--- src/rtl/pp_pkg.sv ---
// Shared widths, width-derivation functions and lane decode record
// for the partial-product array pipeline.
package pp_pkg;

    localparam int DEF_LANES      = 4;
    localparam int DEF_IMG_EXP_W  = 5;
    localparam int DEF_IMG_MANT_W = 2;
    localparam int DEF_WGT_EXP_W  = 3;

    // image word: {sign, exp, mant}
    function automatic int pp_iw(input int exp_w, input int mant_w);
        return 1 + exp_w + mant_w;
    endfunction

    // weight word: {sign, exp}
    function automatic int pp_ww(input int wexp_w);
        return 1 + wexp_w;
    endfunction

    // denormalised partial product: {sign, 1, mant}
    function automatic int pp_pw(input int mant_w);
        return mant_w + 2;
    endfunction

    // exponent sum; one carry bit covers img_exp + wgt_exp
    function automatic int pp_xw(input int exp_w);
        return exp_w + 1;
    endfunction

    localparam int IW = pp_iw(DEF_IMG_EXP_W, DEF_IMG_MANT_W);
    localparam int WW = pp_ww(DEF_WGT_EXP_W);
    localparam int PW = pp_pw(DEF_IMG_MANT_W);
    localparam int XW = pp_xw(DEF_IMG_EXP_W);

    // one decoded lane at the default geometry
    typedef struct packed {
        logic                      sign;
        logic [XW-1:0]             exp;
        logic [DEF_IMG_MANT_W-1:0] mant;
        logic                      zero;
    } lane_dec_t;

endpackage

--- src/rtl/pp_lane.sv ---
// Per-lane decode: zero detect, product sign and exponent sum.
// Ports: image {sign,exp,mant}, weight {sign,exp} in; sign, zero, exp, mant out.
module pp_lane
    import pp_pkg::*;
#(
    parameter int IMG_EXP_W  = DEF_IMG_EXP_W,
    parameter int IMG_MANT_W = DEF_IMG_MANT_W,
    parameter int WGT_EXP_W  = DEF_WGT_EXP_W,
    localparam int LIW = pp_iw(IMG_EXP_W, IMG_MANT_W),
    localparam int LWW = pp_ww(WGT_EXP_W),
    localparam int LXW = pp_xw(IMG_EXP_W)
) (
    input  logic [LIW-1:0]        image,
    input  logic [LWW-1:0]        weight,
    output logic                  sign,
    output logic                  zero,
    output logic [LXW-1:0]        exp,
    output logic [IMG_MANT_W-1:0] mant
);

    logic                  img_sign;
    logic [IMG_EXP_W-1:0]  img_exp;
    logic [IMG_MANT_W-1:0] img_mant;
    logic                  wgt_sign;
    logic [WGT_EXP_W-1:0]  wgt_exp;

    assign img_sign = image[LIW-1];
    assign img_exp  = image[IMG_MANT_W +: IMG_EXP_W];
    assign img_mant = image[IMG_MANT_W-1:0];
    assign wgt_sign = weight[LWW-1];
    assign wgt_exp  = weight[WGT_EXP_W-1:0];

    // A zero lane reports all-zero fields, so a signed zero
    // image never leaks its sign into the product.
    always_comb begin
        zero = ((img_exp == '0) && (img_mant == '0)) || (&wgt_exp);
        sign = 1'b0;
        exp  = '0;
        mant = '0;
        if (!zero) begin
            sign = img_sign ^ wgt_sign;
            exp  = {1'b0, img_exp}
                 + {{(LXW-WGT_EXP_W){1'b0}}, wgt_exp};
            mant = img_mant;
        end
    end

endmodule

--- src/rtl/pp_array_pipe.sv ---
// Two-stage partial-product array with valid/ready flow control and held weights.
// Ports: clk, rst, in_valid/in_ready, image, weight, wgt_load, wgt_sel,
//   out_valid/out_ready, denorm_pp, exp, zero_mask, max_exp.
// Optional PP_ARRAY_STATS_EN adds saturating beat_cnt and zero_cnt outputs.
// WGT_EXP_W must not exceed IMG_EXP_W.
module pp_array_pipe
    import pp_pkg::*;
#(
    parameter int LANES      = DEF_LANES,
    parameter int IMG_EXP_W  = DEF_IMG_EXP_W,
    parameter int IMG_MANT_W = DEF_IMG_MANT_W,
    parameter int WGT_EXP_W  = DEF_WGT_EXP_W,
    localparam int AIW = pp_iw(IMG_EXP_W, IMG_MANT_W),
    localparam int AWW = pp_ww(WGT_EXP_W),
    localparam int APW = pp_pw(IMG_MANT_W),
    localparam int AXW = pp_xw(IMG_EXP_W)
) (
    input  logic                 clk,
    input  logic                 rst,
    input  logic                 in_valid,
    output logic                 in_ready,
    input  logic [LANES*AIW-1:0] image,
    input  logic [LANES*AWW-1:0] weight,
    input  logic                 wgt_load,
    input  logic                 wgt_sel,
    output logic                 out_valid,
    input  logic                 out_ready,
    output logic [LANES*APW-1:0] denorm_pp,
    output logic [LANES*AXW-1:0] exp,
    output logic [LANES-1:0]     zero_mask,
    output logic [AXW-1:0]       max_exp
`ifdef PP_ARRAY_STATS_EN
    ,
    output logic [31:0]          beat_cnt,
    output logic [31:0]          zero_cnt
`endif
);

    localparam logic [AWW-1:0] WGT_ZERO = {1'b0, {WGT_EXP_W{1'b1}}};

    // handshake
    logic s2_ld;
    logic s1_adv;
    logic accept;
    logic in_ready_c;

    // weight selection
    logic [LANES*AWW-1:0] held_q, held_d;
    logic [LANES*AWW-1:0] wgt_use;

    // lane decode outputs
    logic [LANES-1:0]                 lane_sign;
    logic [LANES-1:0]                 lane_zero;
    logic [LANES-1:0][AXW-1:0]        lane_exp;
    logic [LANES-1:0][IMG_MANT_W-1:0] lane_mant;

    // stage 1
    logic                             s1_valid_q, s1_valid_d;
    logic [LANES-1:0]                 s1_sign_q, s1_sign_d;
    logic [LANES-1:0]                 s1_zero_q, s1_zero_d;
    logic [LANES-1:0][AXW-1:0]        s1_exp_q, s1_exp_d;
    logic [LANES-1:0][IMG_MANT_W-1:0] s1_mant_q, s1_mant_d;

    // stage 2 (output registers)
    logic                 out_valid_q, out_valid_d;
    logic [LANES*APW-1:0] denorm_pp_q, denorm_pp_d;
    logic [LANES*AXW-1:0] exp_q, exp_d;
    logic [LANES-1:0]     zero_mask_q, zero_mask_d;
    logic [AXW-1:0]       max_exp_q, max_exp_d;

    // stage-2 values formed from stage 1
    logic [LANES*APW-1:0] s2_pp;
    logic [LANES*AXW-1:0] s2_exp;
    logic [LANES-1:0]     s2_zm;
    logic [AXW-1:0]       s2_max;

    // A load on the same beat wins, so that beat sees the new weights.
    assign wgt_use = (wgt_sel && !wgt_load) ? held_q : weight;

    for (genvar g = 0; g < LANES; g++) begin : g_lane
        pp_lane #(
            .IMG_EXP_W  (IMG_EXP_W),
            .IMG_MANT_W (IMG_MANT_W),
            .WGT_EXP_W  (WGT_EXP_W)
        ) u_lane (
            .image  (image[g*AIW +: AIW]),
            .weight (wgt_use[g*AWW +: AWW]),
            .sign   (lane_sign[g]),
            .zero   (lane_zero[g]),
            .exp    (lane_exp[g]),
            .mant   (lane_mant[g])
        );
    end

    always_comb begin
        // in_ready depends only on state and out_ready
        s2_ld      = !out_valid_q || out_ready;
        s1_adv     = s1_valid_q && s2_ld;
        in_ready_c = !s1_valid_q || s1_adv;
        accept     = in_valid && in_ready_c;

        held_d = held_q;
        if (accept && wgt_load) begin
            held_d = weight;
        end

        s1_valid_d = in_ready_c ? in_valid : s1_valid_q;
        s1_sign_d  = s1_sign_q;
        s1_zero_d  = s1_zero_q;
        s1_exp_d   = s1_exp_q;
        s1_mant_d  = s1_mant_q;
        if (accept) begin
            s1_sign_d = lane_sign;
            s1_zero_d = lane_zero;
            s1_exp_d  = lane_exp;
            s1_mant_d = lane_mant;
        end

        s2_pp  = '0;
        s2_exp = '0;
        s2_zm  = '0;
        s2_max = '0;
        for (int i = 0; i < LANES; i++) begin
            s2_zm[i] = s1_zero_q[i];
            if (!s1_zero_q[i]) begin
                s2_pp[i*APW +: APW] = {s1_sign_q[i], 1'b1, s1_mant_q[i]};
                s2_exp[i*AXW +: AXW] = s1_exp_q[i];
                if (s1_exp_q[i] > s2_max) begin
                    s2_max = s1_exp_q[i];
                end
            end
        end

        out_valid_d = s2_ld ? s1_valid_q : out_valid_q;
        denorm_pp_d = s1_adv ? s2_pp : denorm_pp_q;
        exp_d       = s1_adv ? s2_exp : exp_q;
        zero_mask_d = s1_adv ? s2_zm : zero_mask_q;
        max_exp_d   = s1_adv ? s2_max : max_exp_q;
    end

    always_ff @(posedge clk or posedge rst) begin
        if (rst) begin
            held_q      <= {LANES{WGT_ZERO}};
            s1_valid_q  <= 1'b0;
            s1_sign_q   <= '0;
            s1_zero_q   <= '0;
            s1_exp_q    <= '0;
            s1_mant_q   <= '0;
            out_valid_q <= 1'b0;
            denorm_pp_q <= '0;
            exp_q       <= '0;
            zero_mask_q <= '0;
            max_exp_q   <= '0;
        end else begin
            held_q      <= held_d;
            s1_valid_q  <= s1_valid_d;
            s1_sign_q   <= s1_sign_d;
            s1_zero_q   <= s1_zero_d;
            s1_exp_q    <= s1_exp_d;
            s1_mant_q   <= s1_mant_d;
            out_valid_q <= out_valid_d;
            denorm_pp_q <= denorm_pp_d;
            exp_q       <= exp_d;
            zero_mask_q <= zero_mask_d;
            max_exp_q   <= max_exp_d;
        end
    end

    assign in_ready  = in_ready_c;
    assign out_valid = out_valid_q;
    assign denorm_pp = denorm_pp_q;
    assign exp       = exp_q;
    assign zero_mask = zero_mask_q;
    assign max_exp   = max_exp_q;

`ifdef PP_ARRAY_STATS_EN
    logic [31:0] beat_cnt_q, beat_cnt_d;
    logic [31:0] zero_cnt_q, zero_cnt_d;
    logic [31:0] zero_pop;
    logic [32:0] zero_sum;

    always_comb begin
        zero_pop = '0;
        for (int i = 0; i < LANES; i++) begin
            zero_pop = zero_pop + 32'(zero_mask_q[i]);
        end
        zero_sum   = {1'b0, zero_cnt_q} + {1'b0, zero_pop};
        beat_cnt_d = beat_cnt_q;
        zero_cnt_d = zero_cnt_q;
        if (out_valid_q && out_ready) begin
            if (beat_cnt_q != 32'hFFFF_FFFF) begin
                beat_cnt_d = beat_cnt_q + 32'd1;
            end
            // carry out of the 33-bit sum means saturation
            zero_cnt_d = zero_sum[32] ? 32'hFFFF_FFFF : zero_sum[31:0];
        end
    end

    always_ff @(posedge clk or posedge rst) begin
        if (rst) begin
            beat_cnt_q <= '0;
            zero_cnt_q <= '0;
        end else begin
            beat_cnt_q <= beat_cnt_d;
            zero_cnt_q <= zero_cnt_d;
        end
    end

    assign beat_cnt = beat_cnt_q;
    assign zero_cnt = zero_cnt_q;
`endif

endmodule

--- config.mk ---
export PLATFORM = sky130hd
export DESIGN_NAME = pp_array_pipe
export DESIGN_NICKNAME = d
export VERILOG_FILES = /design/src/rtl/pp_pkg.sv /design/src/rtl/pp_lane.sv /design/src/rtl/pp_array_pipe.sv
export SDC_FILE = /design/constraint.sdc
export NUM_CORES = 1
export LEC_CHECK = 0
export BUFFER_PORTS_ARGS = -buffer_cell sky130_fd_sc_hd__buf_2
export CORE_UTILIZATION = 62
export CTS_BUF_LIST = sky130_fd_sc_hd__clkbuf_4
export DETAILED_ROUTE_END_ITERATION = 10
export GPL_TIMING_DRIVEN = 0
export HOLD_SLACK_MARGIN = 0.05
export PLACE_DENSITY = 0.89
export RECOVER_POWER = 25
export SETUP_SLACK_MARGIN = 0.2
export SLEW_MARGIN = 10
export SYNTH_ARGS = -nofsm -noshare
export SYNTH_HDL_FRONTEND = slang
export SYNTH_SLANG_ARGS = --single-unit
export TNS_END_PERCENT = 30
--- constraint.sdc ---
create_clock -name clk -period 13.5 [get_ports clk]
set_input_delay 0.675 -clock clk [delete_from_list [all_inputs] [get_ports clk]]
set_output_delay 0.675 -clock clk [all_outputs]
set_load 0.01 [all_outputs]
==> After elaboration in Yosys (flattened, before gate mapping) <==
Cells that the tools add are included.
Widths: inputs -> output; s select.
{ "totals": {"register_bits": 108, "in_bits": 54} }
{ "classes": {"n_addsub": 4, "n_lt_le_gt_ge": 4, "muxes": 29, "bitwise": 4, "reduce_logical": 29} }
{ "ops": {"columns": ["op", "n"], "rows": [
  ["$mux 6", 16],
  ["$add 5x3->6", 4],
  ["$logic_not 5->1", 4],
  ["$gt 6x6->1", 3],
  ["$mux 16", 1],
  ["$mux 4", 4],
  ["$reduce_and 3->1", 4],
  ["$logic_and 1x1->1", 8],
  ["$logic_not 2->1", 4],
  ["$mux 2", 4],
  ["$gt 6x1->1 const B", 1],
  ["$logic_or 1x1->1", 6],
  ["$mux 1", 4],
  ["$xor 1x1->1", 4],
  ["$logic_not 1->1", 3]
]} }

==> Depth between registers and ports, before layout <==
Gate-level depths: netlist (run 1).
{ "depth": {"word_depth": 12, "mapped_depth": 22, "depth_no_buf": 21} }

==> By module <==
Synthesis (run 1) repeated with hierarchy kept, for this count alone.
{ "unflattened": {"cells_unflattened": 558, "hier_area_um2": 5988.2} }
{ "by_module_without_submodules": {"columns": ["mod", "instances", "cells_each", "area_per_inst_um2", "seq_area_each_um2"], "rows": [
  ["pp_array_pipe", 1, 442, 5122.4, 2717.6],
  ["pp_lane", 4, 29, 216.5, 0.0]
]} }

==> Least setup slack after synthesis (run 1) <==
Ideal clock, no wire load.
{ "synth_path": {"path_kind": "reg2reg", "startpoint": "register s1_zero_q[0]", "endpoint": "register max_exp_q[1], in the netlist max_exp[1]", "setup_ns": 0.127, "t_arrival_ns": 4.792, "t_required_ns": 13.373, "path_slack_ns": 8.581, "stages_incl_launch_ff": 21, "path_buffers": 2, "period_less_slack_ns": 4.919, "path_cell_list": "dfrtp_1 clkbuf_1 nand2b_1 ha_1 and4_4 a31o_1 a31oi_1 buf_4 mux2_2 ha_1 nand3_1 nor2_1 mux2_4 a211oi_4 mux2_2 ha_1 and3_1 a41o_1 a21oi_1 or2_2 o22ai_1"} }
{ "synth_between": {"elab_chain_cells": 10} }
{ "synth_rtl": {"columns": ["element", "line_no", "rtl"], "rows": [
  ["from (decl)", "pp_array_pipe.sv:60", "logic [LANES-1:0] s1_zero_q, s1_zero_d;"],
  ["from (signal assigned)", "pp_array_pipe.sv:158", "s1_zero_q <= s1_zero_d;"],
  ["$mux 6 *", "pp_array_pipe.sv:125", "if (!s1_zero_q[i]) begin"],
  ["$gt 6x6->1", "pp_array_pipe.sv:128", "if (s1_exp_q[i] > s2_max) begin"],
  ["$mux 6", "pp_array_pipe.sv:128", null],
  ["$mux 6 *", "pp_array_pipe.sv:125", null],
  ["$gt 6x6->1", "pp_array_pipe.sv:128", null],
  ["$mux 6", "pp_array_pipe.sv:128", null],
  ["$mux 6 *", "pp_array_pipe.sv:125", null],
  ["$gt 6x6->1", "pp_array_pipe.sv:128", null],
  ["$mux 6", "pp_array_pipe.sv:128", null],
  ["$mux 6 *", "pp_array_pipe.sv:125", null],
  ["to (signal assigned)", "pp_array_pipe.sv:165", "max_exp_q <= max_exp_d;"],
  ["to (decl)", "pp_array_pipe.sv:69", "logic [AXW-1:0] max_exp_q, max_exp_d;"]
]} }
Every way passes the cells marked *; elsewhere a longest branch is shown, timed or not.
A chain may end at the register's enable or synchronous reset.

==> Final worst setup path (run 1) <==
{ "layout_path": {"startpoint": "register s1_zero_q[0]", "endpoint": "register max_exp_q[5], in the netlist max_exp[5]"} }
The elaborated chain is that of the path after synthesis.

==> results of run 1 <==
==> area by class of cell <==
cell class	instances	area share, %
multi-input cells	377	41.2
flip-flops and latches	108	42.8
clock buffers	10	1.18
inverters	36	2.15
repair buffers	106	8.34
clock inverters	6	0.631
plain buffers	25	1.58
well taps	108	2.13
==> through the flow <==
stage | std cells | power [mW]
after CTS | 776 | 0.924
after global placement | 759 | 0.761
after floorplan | 546 | 0.668
after detailed placement | 760 | 0.784
after global routing | 776 | 0.984
final | 776 | 0.925
==> cells by family (layout without fill, tap and decap cells) <==
| logic type | count (synthesis) | in the layout | synth area share (%) |
|---|---|---|---|
| buf+inv | 61 | 183 | 4.23 |
| xor+xnor | 16 | 16 | 2.52 |
| mux | 48 | 48 | 9.42 |
| compound gates | 135 | 135 | 14.7 |
| flops | 108 | 108 | 48.8 |
| fa+ha+maj | 33 | 33 | 7.96 |
| simple gates | 145 | 145 | 12.4 |
==> power breakdown <==
part / switching (mW) / internal (mW) / leakage [nW]
registers: 0.0445 / 0.395 / 1.34
logic: 0.190 / 0.150 / 1.68
clock network: 0.106 / 0.0398 / 0.0565
total: 0.340 / 0.585 / 3.08
==> path summary, 6_finish.rpt <==
kind / end / cells past startpoint / slack (ps)
worst max-delay path: max_exp[5] / 21 / 7870
worst min-delay path: s1_valid_q / 2 / 440
worst max register to register: max_exp[5] / 21 / 7870
worst min register to register: denorm_pp[0] / 2 / 500
max in group asynchronous: s1_sign_q[1] / 3 / 9020
min in group asynchronous: out_valid / 2 / 640
==> flip-flops by register name, indices dropped and copies added (netlist names) <==
register and count:
exp 24, s1_exp_q 24, denorm_pp 16, held_q 16, s1_mant_q 8, max_exp 6, s1_sign_q 4, s1_zero_q 4
zero_mask 4, out_valid 1, s1_valid_q 1
==> per-layer routing <==
layer,wire length [µm],up-vias,GRT usage [%]
met5,0,-,0
met3,728,21,4.55
met1,5700,2146,39.1
met2,5840,167,44.0
li1,-,2116,-
met4,203,0,9.07
==> synthesized netlist by cell type, drive strengths merged (2+ instances only) <==
cell type | n | area [µm²]
nand2 | 73 | 274
nor2b | 8 | 50.1
o22ai | 9 | 56.3
nor2 | 13 | 48.8
ha | 29 | 363
o21a | 2 | 15.0
buf | 3 | 17.5
nor4 | 4 | 25.0
nand2b | 30 | 188
a21oi | 28 | 140
o21ai | 59 | 295
nand3 | 3 | 15.0
a22o | 7 | 61.3
dfrtp | 96 | 2400
o31ai | 13 | 97.6
a31oi | 4 | 25.0
inv | 36 | 135
dfstp | 12 | 315
mux2i | 19 | 190
fa | 4 | 80.1
a21o | 6 | 45.0
clkbuf | 22 | 82.6
nor3 | 6 | 30.0
mux2 | 29 | 334
xor2 | 16 | 140
==> critical path, delay by kind of cell (launching register included) <==
kind                     cells  cell delay, ps
buffers and inverters        3             610
AO/OA/AOI/OAI                7            1720
multiplexers                 3             930
flip-flops                   1             390
AND/OR/NAND/NOR              5            1150
adder cells (fa/ha/maj)      3             740
==> PnR_summary.wiki, run 1 <==
{| class="wikitable"
! Metric !! Value
|-
| Run status || finished, violations left
|-
| Violations in the final reports || max-capacitance violations, max-slew violations
|-
| Estimated wirelength of the detail-placed design || 9.84 mm
|-
| Post-route core utilization || 72.8%
|-
| Worst-path cell with the longest stage delay || a21oi_1
|-
| Number of buffer cells added on primary ports || 105
|-
| Startpoint of the most critical hold path || in_valid
|-
| Cell Pwr Density || 146 nW/µm²
|-
| Number of H-tree levels || 3
|-
| Final weighted congestion in routability-driven placement || 0.864
|-
| Worst setup margin || 7870 ps
|-
| Final instance area || 6350 µm²
|-
| Number of hold buffers added after cts || 0
|-
| Count of standard-cell rows || 34
|-
| Place WS || 8010 ps
|-
| Most used cell, CP || ha_1
|-
| Hold Path Class || in2reg
|-
| Part of the cycle the worst path needs || 41.7%
|-
| Vias post-DR || 4450
|-
| All-Layer GR Usage || 27.7%
|-
| Floorplan die height || 96.8 µm
|-
| Antenna violations before repair || 0
|-
| Iteration-0 DRC Markers || 236
|-
| Clock insertion delay at the later pin of the skew report || 460 ps
|-
| Post-CTS Setup Inserts || 0
|-
| Transition time at the pin with the least slew margin || 3380 ps
|-
| Total wirelength of the detailed-routed design || 12.5 mm
|-
| Post-layout nets || 750
|-
| Netlist Area Pre-Place || 5570 µm²
|-
| GR Overflow Total || 0
|-
| Count of flip-flops with a built-in enable after synthesis || 0
|-
| Multi-input combinational cell area || 2610 µm²
|-
| Worst relative slew slack || -125%
|-
| Post-Route Setup TNS || 0 ps
|-
| Filler cell count || 641
|-
| Wire length of the first global-routing pass || 20.7 mm
|-
| Setup repair after global routing missed its margin || false
|-
| Fraction of synthesis flops using an asynchronous set or reset pin || 100%
|-
| Antenna cell count || 0
|-
| Number of buffers created by CTS || 9
|-
| Category of the worst setup path launch point || flop
|-
| Die Width || 96.8 µm
|-
| Floorplan die area || 9360 µm²
|-
| Number of unique standard cell types used by synthesis || 42
|-
| Post-synthesis sequential element count || 108
|-
| Post-route DRC violation count || 0
|-
| Crit. Startpoint || s1_zero_q[0]
|-
| Number of vias per cell || 5.73
|-
| Worst setup path category || reg2reg
|-
| Number of nets with antenna violations after routing || 0
|-
| Worst hold slack after final layout || 441 ps
|-
| Worst supply voltage drop on vdd || 0.0668 mV
|-
| Storage element area || 2720 µm²
|-
| Average cell area after synthesis || 10.2 µm²
|-
| Most common cell after layout, fill and taps aside || buf_2
|-
| Master cell of the clock root buffer || clkbuf_4
|-
| Syn. warnings || 0
|-
| Cell area after placement || 6260 µm²
|-
| Effective utilization at floorplan || 63.8%
|-
| Primary flip-flop cell chosen by synthesis mapping || dfrtp_1
|-
| FF-to-FF Start || s1_zero_q[0]
|-
| Hold violation total from the final report || 0
|-
| Commonest cells after routing, fill and taps aside || 107 x buf_2, 96 x dfrtp_1, 73 x nand2_1
|-
| Fraction of the yosys area taken by sequential cells || 48.8%
|-
| Clock tree from TritonCTS || done
|-
| Final Max Slew Viols || 111
|-
| Number of setup violations in the final report || 0
|-
| Clock edge transition at the registers on the reported setup and hold paths || 170 ps
|-
| Total of cells resized after clock tree synthesis || 0
|-
| Maximum number of pins on one net before global-route repair || 67
|-
| Number of instances in the synthesized netlist || 546
|-
| Skew final || 19.8 ps
|-
| Number of maximum-capacitance constraint violations || 2
|-
| Final period demand of the worst path || 5630 ps
|-
| Synth Net Count || 633
|-
| Upper clock frequency limit || 178 MHz
|-
| Drt first pass iters || 5
|-
| Critical path's largest stage delay || 430 ps
|-
| Core area || 8720 µm²
|-
| Wire length per cell || 16.1 µm
|-
| Worst EP required || 13850 ps
|-
| Biggest fanout along the worst timing path || 10
|-
| Number of global-route vias before repair || 4340
|-
| Ports placed on the boundary || 106
|-
| Leakage component of the power || 3.08 nW
|-
| Crit-path cells || clkbuf_1 > nand2b_1 > ha_1 > and4_4 > a31o_1 > a31oi_1 > buf_4 > mux2_2 > ha_1 > inv_1 > a21oi_1 > nor3b_1 > mux2i_1 > a211oi_4 > mux2_2 > ha_1 > and3_1 > a41o_1 > a21oi_1 > or2_2 > o22ai_1
|-
| Clock sink count || 108
|-
| Critical path arrival || 5990 ps
|-
| Layout-stage area growth over the synthesis result || 14.0%
|-
| Critical path endpoint category || flop
|-
| Maximum count of clock buffers along a single path || 2
|-
| Proportion of layout cells with a drive suffix above 1 || 25.3%
|}
(Power assumes the default switching activity.)
==> run 2, diff against run 1 <==
--- a/config.mk
+++ b/config.mk
@@ -5,13 +5,14 @@
 export SDC_FILE = /design/constraint.sdc
 export NUM_CORES = 1
 export LEC_CHECK = 0
+export ABC_AREA = 1
 export BUFFER_PORTS_ARGS = -buffer_cell sky130_fd_sc_hd__buf_2
-export CORE_UTILIZATION = 62
+export CORE_UTILIZATION = 52
 export CTS_BUF_LIST = sky130_fd_sc_hd__clkbuf_4
 export DETAILED_ROUTE_END_ITERATION = 10
 export GPL_TIMING_DRIVEN = 0
 export HOLD_SLACK_MARGIN = 0.05
-export PLACE_DENSITY = 0.89
+export PLACE_DENSITY = 0.8
 export RECOVER_POWER = 25
 export SETUP_SLACK_MARGIN = 0.2
 export SLEW_MARGIN = 10
==> constraint.sdc (replaced) <==
create_clock -name clk -period 4.9 [get_ports clk]
set_input_delay 0.245 -clock clk [delete_from_list [all_inputs] [get_ports clk]]
set_output_delay 0.245 -clock clk [all_outputs]
set_load 0.01 [all_outputs]
==> run 2 against run 1 <==
The flow still finishes with violations (max-capacitance violations, max-slew violations); largest power group is now combinational logic; cell area grew 7.1%; worst hold slack got worse by 360 ps; register-to-register slack lost 7500 ps; highest routed layer unchanged; final cell count up 24%; power grew to 3.3 times the previous value; wire length grew 13%; via count increased by 14%; critical endpoint is now max_exp[2].
==> PnR_summary.wiki, run 2 <==
{| class="wikitable"
! Metric !! Value
|-
| Cell family with the largest share of critical-path delay || simple AND/OR/NAND/NOR gates
|-
| Setup repair after global routing missed its margin || false
|-
| Core area || 10400 µm² (+19%)
|-
| Final Max Slew Viols || 111 (unchanged)
|-
| Upper clock frequency limit || 220 MHz (+24%)
|-
| Switching share of total power || 40.1% (+3.3 points)
|-
| Commonest cells after routing, fill and taps aside || 141 x nand2_1, 116 x inv_1, 107 x buf_2
|-
| Wire length per cell || 14.6 µm (-8.9%)
|-
| Drt first pass iters || 5 (unchanged)
|-
| Violations in the final reports || max-capacitance violations, max-slew violations
|-
| Synth Net Count || 756 (+19%)
|-
| Most used cell, CP || nand2_1
|-
| Layout-stage area growth over the synthesis result || 21.6%
|-
| Final instance area || 6800 µm² (+7.1%)
|-
| Clock sink count || 108 (unchanged)
|-
| Number of maximum-capacitance constraint violations || 2 (unchanged)
|-
| Comb power frac || 45.6% (+8.8 points)
|-
| Reg2reg setup slack || 350 ps (-7520 ps)
|-
| Clock tree from TritonCTS || done
|-
| Most common cell after layout, fill and taps aside || nand2_1
|-
| Critical path endpoint category || flop
|-
| Number of setup violations in the final report || 0 (unchanged)
|-
| Number of buffers created by CTS || 9 (unchanged)
|-
| Proportion of layout cells with a drive suffix above 1 || 21.1% (-4.2 points)
|-
| All-Layer GR Usage || 26.1% (-1.6 points)
|-
| Number of global-route vias before repair || 4775 (+10%)
|-
| Leading post-synthesis cells by cell area || dfrtp_1 43%, nand2_1 9.5%, inv_1 7.9%
|-
| Number of unique standard cell types used by synthesis || 35 (-17%)
|-
| Critical path's largest stage delay || 390 ps (-40 ps)
|-
| Skew final || 14.4 ps (-5.40 ps)
|-
| Final weighted congestion in routability-driven placement || 0.868 (+0.49%)
|-
| Worst setup path category || reg2reg
|-
| Clock insertion delay at the later pin of the skew report || 470 ps (about the same)
|-
| GR Overflow Total || 0 (unchanged)
|-
| Most frequent cells after synthesis || 141 x nand2_1, 118 x inv_1, 96 x dfrtp_1
|-
| Count of standard-cell rows || 37 (+8.8%)
|-
| Cell Pwr Density || 450 nW/µm² (+210%)
|-
| Wire length of the first global-routing pass || 22.5 mm (+8.9%)
|-
| Maximum number of pins on one net before global-route repair || 65 (-3.0%)
|-
| Hold Path Class || in2reg
|-
| Part of the cycle the worst path needs || 92.9% (+51 points)
|-
| Antenna violations before repair || 0 (unchanged)
|-
| Die Width || 106 µm (+9.2%)
|-
| Antenna cell count || 0 (unchanged)
|-
| Number of nets with antenna violations after routing || 0 (unchanged)
|-
| Ports placed on the boundary || 106 (unchanged)
|-
| Critical path arrival || 4920 ps (-1070 ps)
|-
| Netlist Area Pre-Place || 5590 µm² (+0.45%)
|-
| Flop pwr share || 40.4% (-7.1 points)
|-
| Worst EP required || 5270 ps (-8580 ps)
|-
| Cell type with the largest total area after synthesis || dfrtp_1
|-
| Count of flip-flops with a built-in enable after synthesis || 0 (unchanged)
|-
| Clock edge transition at the registers on the reported setup and hold paths || 150 ps (-20 ps)
|-
| Maximum count of clock buffers along a single path || 2 (unchanged)
|-
| Number of H-tree levels || 3 (unchanged)
|-
| Clock network fraction of total power || 14.0% (-1.8 points)
|-
| Average cell area after synthesis || 8.36 µm² (-18%)
|-
| Internal power component || 1.83 mW (+210%)
|-
| Leakage component of the power || 3.65 nW (+19%)
|-
| Share of the synthesized area in the top cell type || 43.0% (-0.19 points)
|-
| Final period demand of the worst path || 4550 ps (-1080 ps)
|-
| Final non-filler cell total || 959 (+24%)
|-
| Total wirelength of the detailed-routed design || 14.0 mm (+13%)
|-
| Category of the worst setup path launch point || flop
|-
| Final Power || 3.06 mW (+230%)
|-
| Fraction of the yosys area taken by sequential cells || 48.6% (-0.22 points)
|-
| Post-layout nets || 906 (+21%)
|-
| Worst path bufs/invs || 6 (+3)
|-
| Number of vias per cell || 5.28 (-7.9%)
|-
| Effective utilization at floorplan || 53.9% (-9.9 points)
|-
| Primary flip-flop cell chosen by synthesis mapping || dfrtp_1
|-
| Placed insts || 911 (+20%)
|-
| Net switching power figure || 1.23 mW (+260%)
|-
| Estimated wirelength of the detail-placed design || 10.6 mm (+8.2%)
|-
| Hold violation total from the final report || 0 (unchanged)
|-
| Floorplan die area || 11200 µm² (+19%)
|-
| Worst relative slew slack || -27.0% (+98 points)
|-
| Master cell of the clock root buffer || clkbuf_4
|-
| Iteration-0 DRC Markers || 287 (+22%)
|-
| Post-synthesis sequential element count || 108 (unchanged)
|-
| Run status || finished, violations left
|-
| Vias post-DR || 5065 (+14%)
|-
| Post-route DRC violation count || 0 (unchanged)
|-
| Worst-path cell with the longest stage delay || dfrtp_1
|-
| Transition time at the pin with the least slew margin || 1890 ps (-1480 ps)
|-
| Fraction of synthesis flops using an asynchronous set or reset pin || 100% (unchanged)
|-
| Post-route core utilization || 65.6% (-7.2 points)
|-
| Most repeated cell in the gate-level netlist after synthesis || nand2_1
|-
| Worst supply voltage drop on vdd || 0.182 mV (+170%)
|-
| Number of instances in the synthesized netlist || 669 (+23%)
|-
| Floorplan die height || 106 µm (+9.2%)
|-
| Post-Route Setup TNS || 0 ps (unchanged)
|-
| Syn. warnings || 0 (unchanged)
|-
| Biggest fanout along the worst timing path || 10 (unchanged)
|-
| Number of buffer cells added on primary ports || 105 (unchanged)
|-
| Cell area after placement || 6320 µm² (+0.96%)
|}
[run 2: cell type report]
class | count | area [µm²]
sequential | 108 | 2720
buffer | 20 | 96.3
multi-input combinational | 422 | 2390
timing repair buffer | 139 | 853
inverter | 119 | 448
clock inverter | 6 | 56.3
clock buffer | 9 | 67.6
fill | 902 | 3570
tap | 136 | 170
[run 2: repair_timing]
action                                  CTS  global route
buffers inserted                          0             8
hold buffers                             25             0
resized for setup                         4            24
pin swaps                                 0            12
hold endpoints to repair                 68             0
endpoints found under the setup margin    4             6
[run 2: routing by layer]
layer	up-vias	part of all wire [%]	GRT usage (%)
met5	-	0	0
met4	0	2.7	11.0
met3	35	5.4	5.07
met2	180	48	42.2
met1	2407	43	34.2
li1	2443	-	-
[run 2: kinds of logic (layout without fill, tap and decap cells)]
group / after synthesis / in the layout / synth area share [%]
AOI/OAI and AO/OA: 136 / 136 / 13.2
xor gates and xnor gates: 12 / 12 / 1.88
adders and majority gates: 33 / 33 / 7.92
buffers and inverters: 139 / 293 / 9.51
DFF: 108 / 108 / 48.6
and+or+nand+nor: 241 / 241 / 18.8
[run 2: power groups by stage]
stage / sequential [mW] / combinational [mW] / clock, mW
finish: 1.24 / 1.39 / 0.429
detailed placement: 1.25 / 1.20 / 0
floorplan: 1.28 / 0.764 / 0
CTS: 1.23 / 1.23 / 0.435
global route: 1.26 / 1.55 / 0.474
global placement: 1.24 / 1.13 / 0
[run 2: worst reg2reg max path, delay by kind of cell, from the launching register on]
family	cells	cell delay (ps)
AOI/OAI and AO/OA	6	860
and+or+nand+nor	17	1610
DFF	1	390
adders and majority gates	3	880
buffers and inverters	6	720
[run 2: stage by stage]
stage | worst slack (ps) | hold WS, ps
after global placement | 452 | 454
after global routing | 119 | 56.9
after detailed placement | 154 | 345
after floorplan | 875 | 366
after CTS | 229 | 73.1
final | 348 | 81.9
[run 2: worst paths after layout]
check / cells after the start / from / end
hold reg to reg: 2 / held_q[5] / held_q[5]
hold / removal: 3 / image[31] / s1_sign_q[3]
setup reg to reg: 32 / s1_zero_q[0] / max_exp[2]
max in group asynchronous: 4 / rst / exp[5]
min in group asynchronous: 3 / rst / s1_mant_q[6]
setup / recovery: 32 / s1_zero_q[0] / max_exp[2]
==> run 3, diff against run 2 <==
==> constraint.sdc (replaced) <==
create_clock -name clk -period 4.9 [get_ports clk]
set_input_delay 0.98 -clock clk [delete_from_list [all_inputs] [get_ports clk]]
set_output_delay 0.98 -clock clk [all_outputs]
set_load 0.01 [all_outputs]
==> run 3 against run 2 <==
The flow still finishes with violations (max-capacitance violations, max-slew violations); sequential cell count is the same; core utilization is 2.4 points lower; worst setup slack lost 8.8 ps; die area unchanged.
==> PnR_summary.wiki, run 3 (synthesis results as in run 2) <==
{| class="wikitable"
! Metric !! Value
|-
| Proportion of layout cells with a drive suffix above 1 || 21.8% (+0.66 points)
|-
| Floorplan die height || 106 µm (unchanged)
|-
| Final Max Slew Viols || 111 (unchanged)
|-
| Final period demand of the worst path || 4560 ps (+8.85 ps)
|-
| Core area || 10400 µm² (unchanged)
|-
| Category of the worst setup path launch point || flop
|-
| Transition time at the pin with the least slew margin || 1880 ps (-13.1 ps)
|-
| Total wirelength of the detailed-routed design || 13.8 mm (-2.0%)
|-
| Number of buffer cells added on primary ports || 105 (unchanged)
|-
| Clock sink count || 108 (unchanged)
|-
| Floorplan die area || 11200 µm² (unchanged)
|-
| Antenna cell count || 0 (unchanged)
|-
| Critical path endpoint category || flop
|-
| Die Width || 106 µm (unchanged)
|-
| Final weighted congestion in routability-driven placement || 0.868 (unchanged)
|-
| Maximum count of clock buffers along a single path || 2 (unchanged)
|-
| Final non-filler cell total || 934 (-2.6%)
|-
| Master cell of the clock root buffer || clkbuf_4
|-
| Number of nets with antenna violations after routing || 0 (unchanged)
|-
| Wire length per cell || 14.7 µm (+0.59%)
|-
| Most used cell, CP || nand2_1
|-
| Wire length of the first global-routing pass || 22.1 mm (-1.8%)
|-
| RR Endpoint || max_exp[2]
|-
| Post-route DRC violation count || 0 (unchanged)
|-
| Worst relative slew slack || -26.1% (+0.88 points)
|-
| Hold violation total from the final report || 0 (unchanged)
|-
| Reg2reg setup slack || 340 ps (about the same)
|-
| Skew final || 14.7 ps (+0.335 ps)
|-
| Worst supply voltage drop on vdd || 0.183 mV (+0.49%)
|-
| GR Overflow Total || 0 (unchanged)
|-
| Placed insts || 911 (unchanged)
|-
| Post-layout nets || 881 (-2.8%)
|-
| Commonest cells after routing, fill and taps aside || 141 x nand2_1, 116 x inv_1, 107 x buf_2
|-
| Drt first pass iters || 5 (unchanged)
|-
| Critical path arrival || 4930 ps (about the same)
|-
| Clock insertion delay at the later pin of the skew report || 470 ps (about the same)
|-
| Most common cell after layout, fill and taps aside || nand2_1
|-
| Iteration-0 DRC Markers || 253 (-12%)
|-
| Clock edge transition at the registers on the reported setup and hold paths || 150 ps (about the same)
|-
| Maximum number of pins on one net before global-route repair || 65 (unchanged)
|-
| Leakage component of the power || 3.55 nW (-2.9%)
|-
| Cell depth of the worst hold path || 2 (-1)
|-
| Clock tree from TritonCTS || done
|-
| Place WS || 154 ps (unchanged)
|-
| Antenna violations before repair || 0 (unchanged)
|-
| Estimated wirelength of the detail-placed design || 10.6 mm (unchanged)
|-
| Endpoint of the worst hold-timing path || held_q[5]
|-
| Startpoint of the most critical hold path || held_q[5]
|-
| Worst setup path category || reg2reg
|-
| FF-to-FF Start || s1_zero_q[0]
|-
| Critical path's largest stage delay || 390 ps (about the same)
|-
| Number of vias per cell || 5.27 (-0.30%)
|-
| Number of H-tree levels || 3 (unchanged)
|-
| Part of the cycle the worst path needs || 93.1% (+0.18 points)
|-
| Run status || finished, violations left
|-
| Number of buffers created by CTS || 9 (unchanged)
|-
| Number of global-route vias before repair || 4670 (-2.2%)
|-
| Effective utilization at floorplan || 53.9% (unchanged)
|-
| Worst setup margin || 339 ps (-8.85 ps)
|-
| Ports placed on the boundary || 106 (unchanged)
|-
| Cell Pwr Density || 464 nW/µm² (+3.3%)
|-
| Number of hold buffers added after cts || 0 (-100%)
|-
| Hold Path Class || reg2reg
|-
| Worst-path cell with the longest stage delay || dfrtp_1
|-
| Number of maximum-capacitance constraint violations || 2 (unchanged)
|-
| Vias post-DR || 4918 (-2.9%)
|-
| Violations in the final reports || max-capacitance violations, max-slew violations
|-
| Worst reg2reg path depth || 32 (unchanged)
|-
| Setup repair after global routing missed its margin || false
|-
| Layout-stage area growth over the synthesis result || 17.1%
|-
| Worst EP required || 5270 ps (about the same)
|-
| Biggest fanout along the worst timing path || 10 (unchanged)
|-
| Upper clock frequency limit || 219 MHz (-0.19%)
|-
| Count of standard-cell rows || 37 (unchanged)
|-
| All-Layer GR Usage || 25.6% (-0.46 points)
|-
| Number of setup violations in the final report || 0 (unchanged)
|-
| Post-Route Setup TNS || 0 ps (unchanged)
|}
run 3: final cells by class:
class,instances,area [µm²]
inverter,119,448
clock buffer,9,67.6
clock inverter,6,56.3
multi-input combinational,422,2390
timing repair buffer,114,603
tap,136,170
fill,935,3820
sequential,108,2720
buffer,20,96.3
run 3: what timing repair did:
item                       CTS  global route
setup endpoints to repair    4             6
pin swaps                    0            12
cloned                       0             0
gates resized for setup      4            24
setup buffers                0             8
run 3: power breakdown:
group | switching [mW] | internal, mW | leakage, nW
Clock | 0.279 | 0.149 | 0.0706
Combinational | 0.821 | 0.556 | 2.13
Sequential | 0.123 | 1.11 | 1.34
Total | 1.22 | 1.82 | 3.55
run 3: metal layers:
metal	share of wire [%]	vias up	track usage, %
li1	-	2394	-
met2	48	176	41.0
met4	2.8	0	11.0
met3	5.2	35	5.07
met1	44	2313	33.9
met5	0	-	0
run 3: how the worst max path moves through the flow:
stage,from,end,slack [ps],depth (start not counted)
after floorplan,s1_zero_q[0],max_exp[1],870,32
after detailed placement,s1_zero_q[0],max_exp[1],150,30
after global placement,rst,exp[10],60,2
after CTS,s1_zero_q[0],max_exp[1],230,32
final,s1_zero_q[0],max_exp[2],340,32
after global routing,s1_zero_q[0],max_exp[2],120,31
run 3: per-stage QoR:
stage	total power [mW]	hold WS (ps)	area [µm²]	util [%]
after floorplan	2.05	446	5590	-
after global placement	2.37	454	6290	60.6
after CTS	2.88	483	6440	62.1
after detailed placement	2.45	462	6320	60.9
final	3.04	482	6550	63.1
after global routing	3.27	500	6550	63.1
run 3: critical path, delay by kind of cell, from the launching register on:
kind / cells / cell delay, ps
AOI/OAI and AO/OA: 6 / 870
DFF: 1 / 390
adders and majority gates: 3 / 880
and+or+nand+nor: 17 / 1590
buffers and inverters: 6 / 720
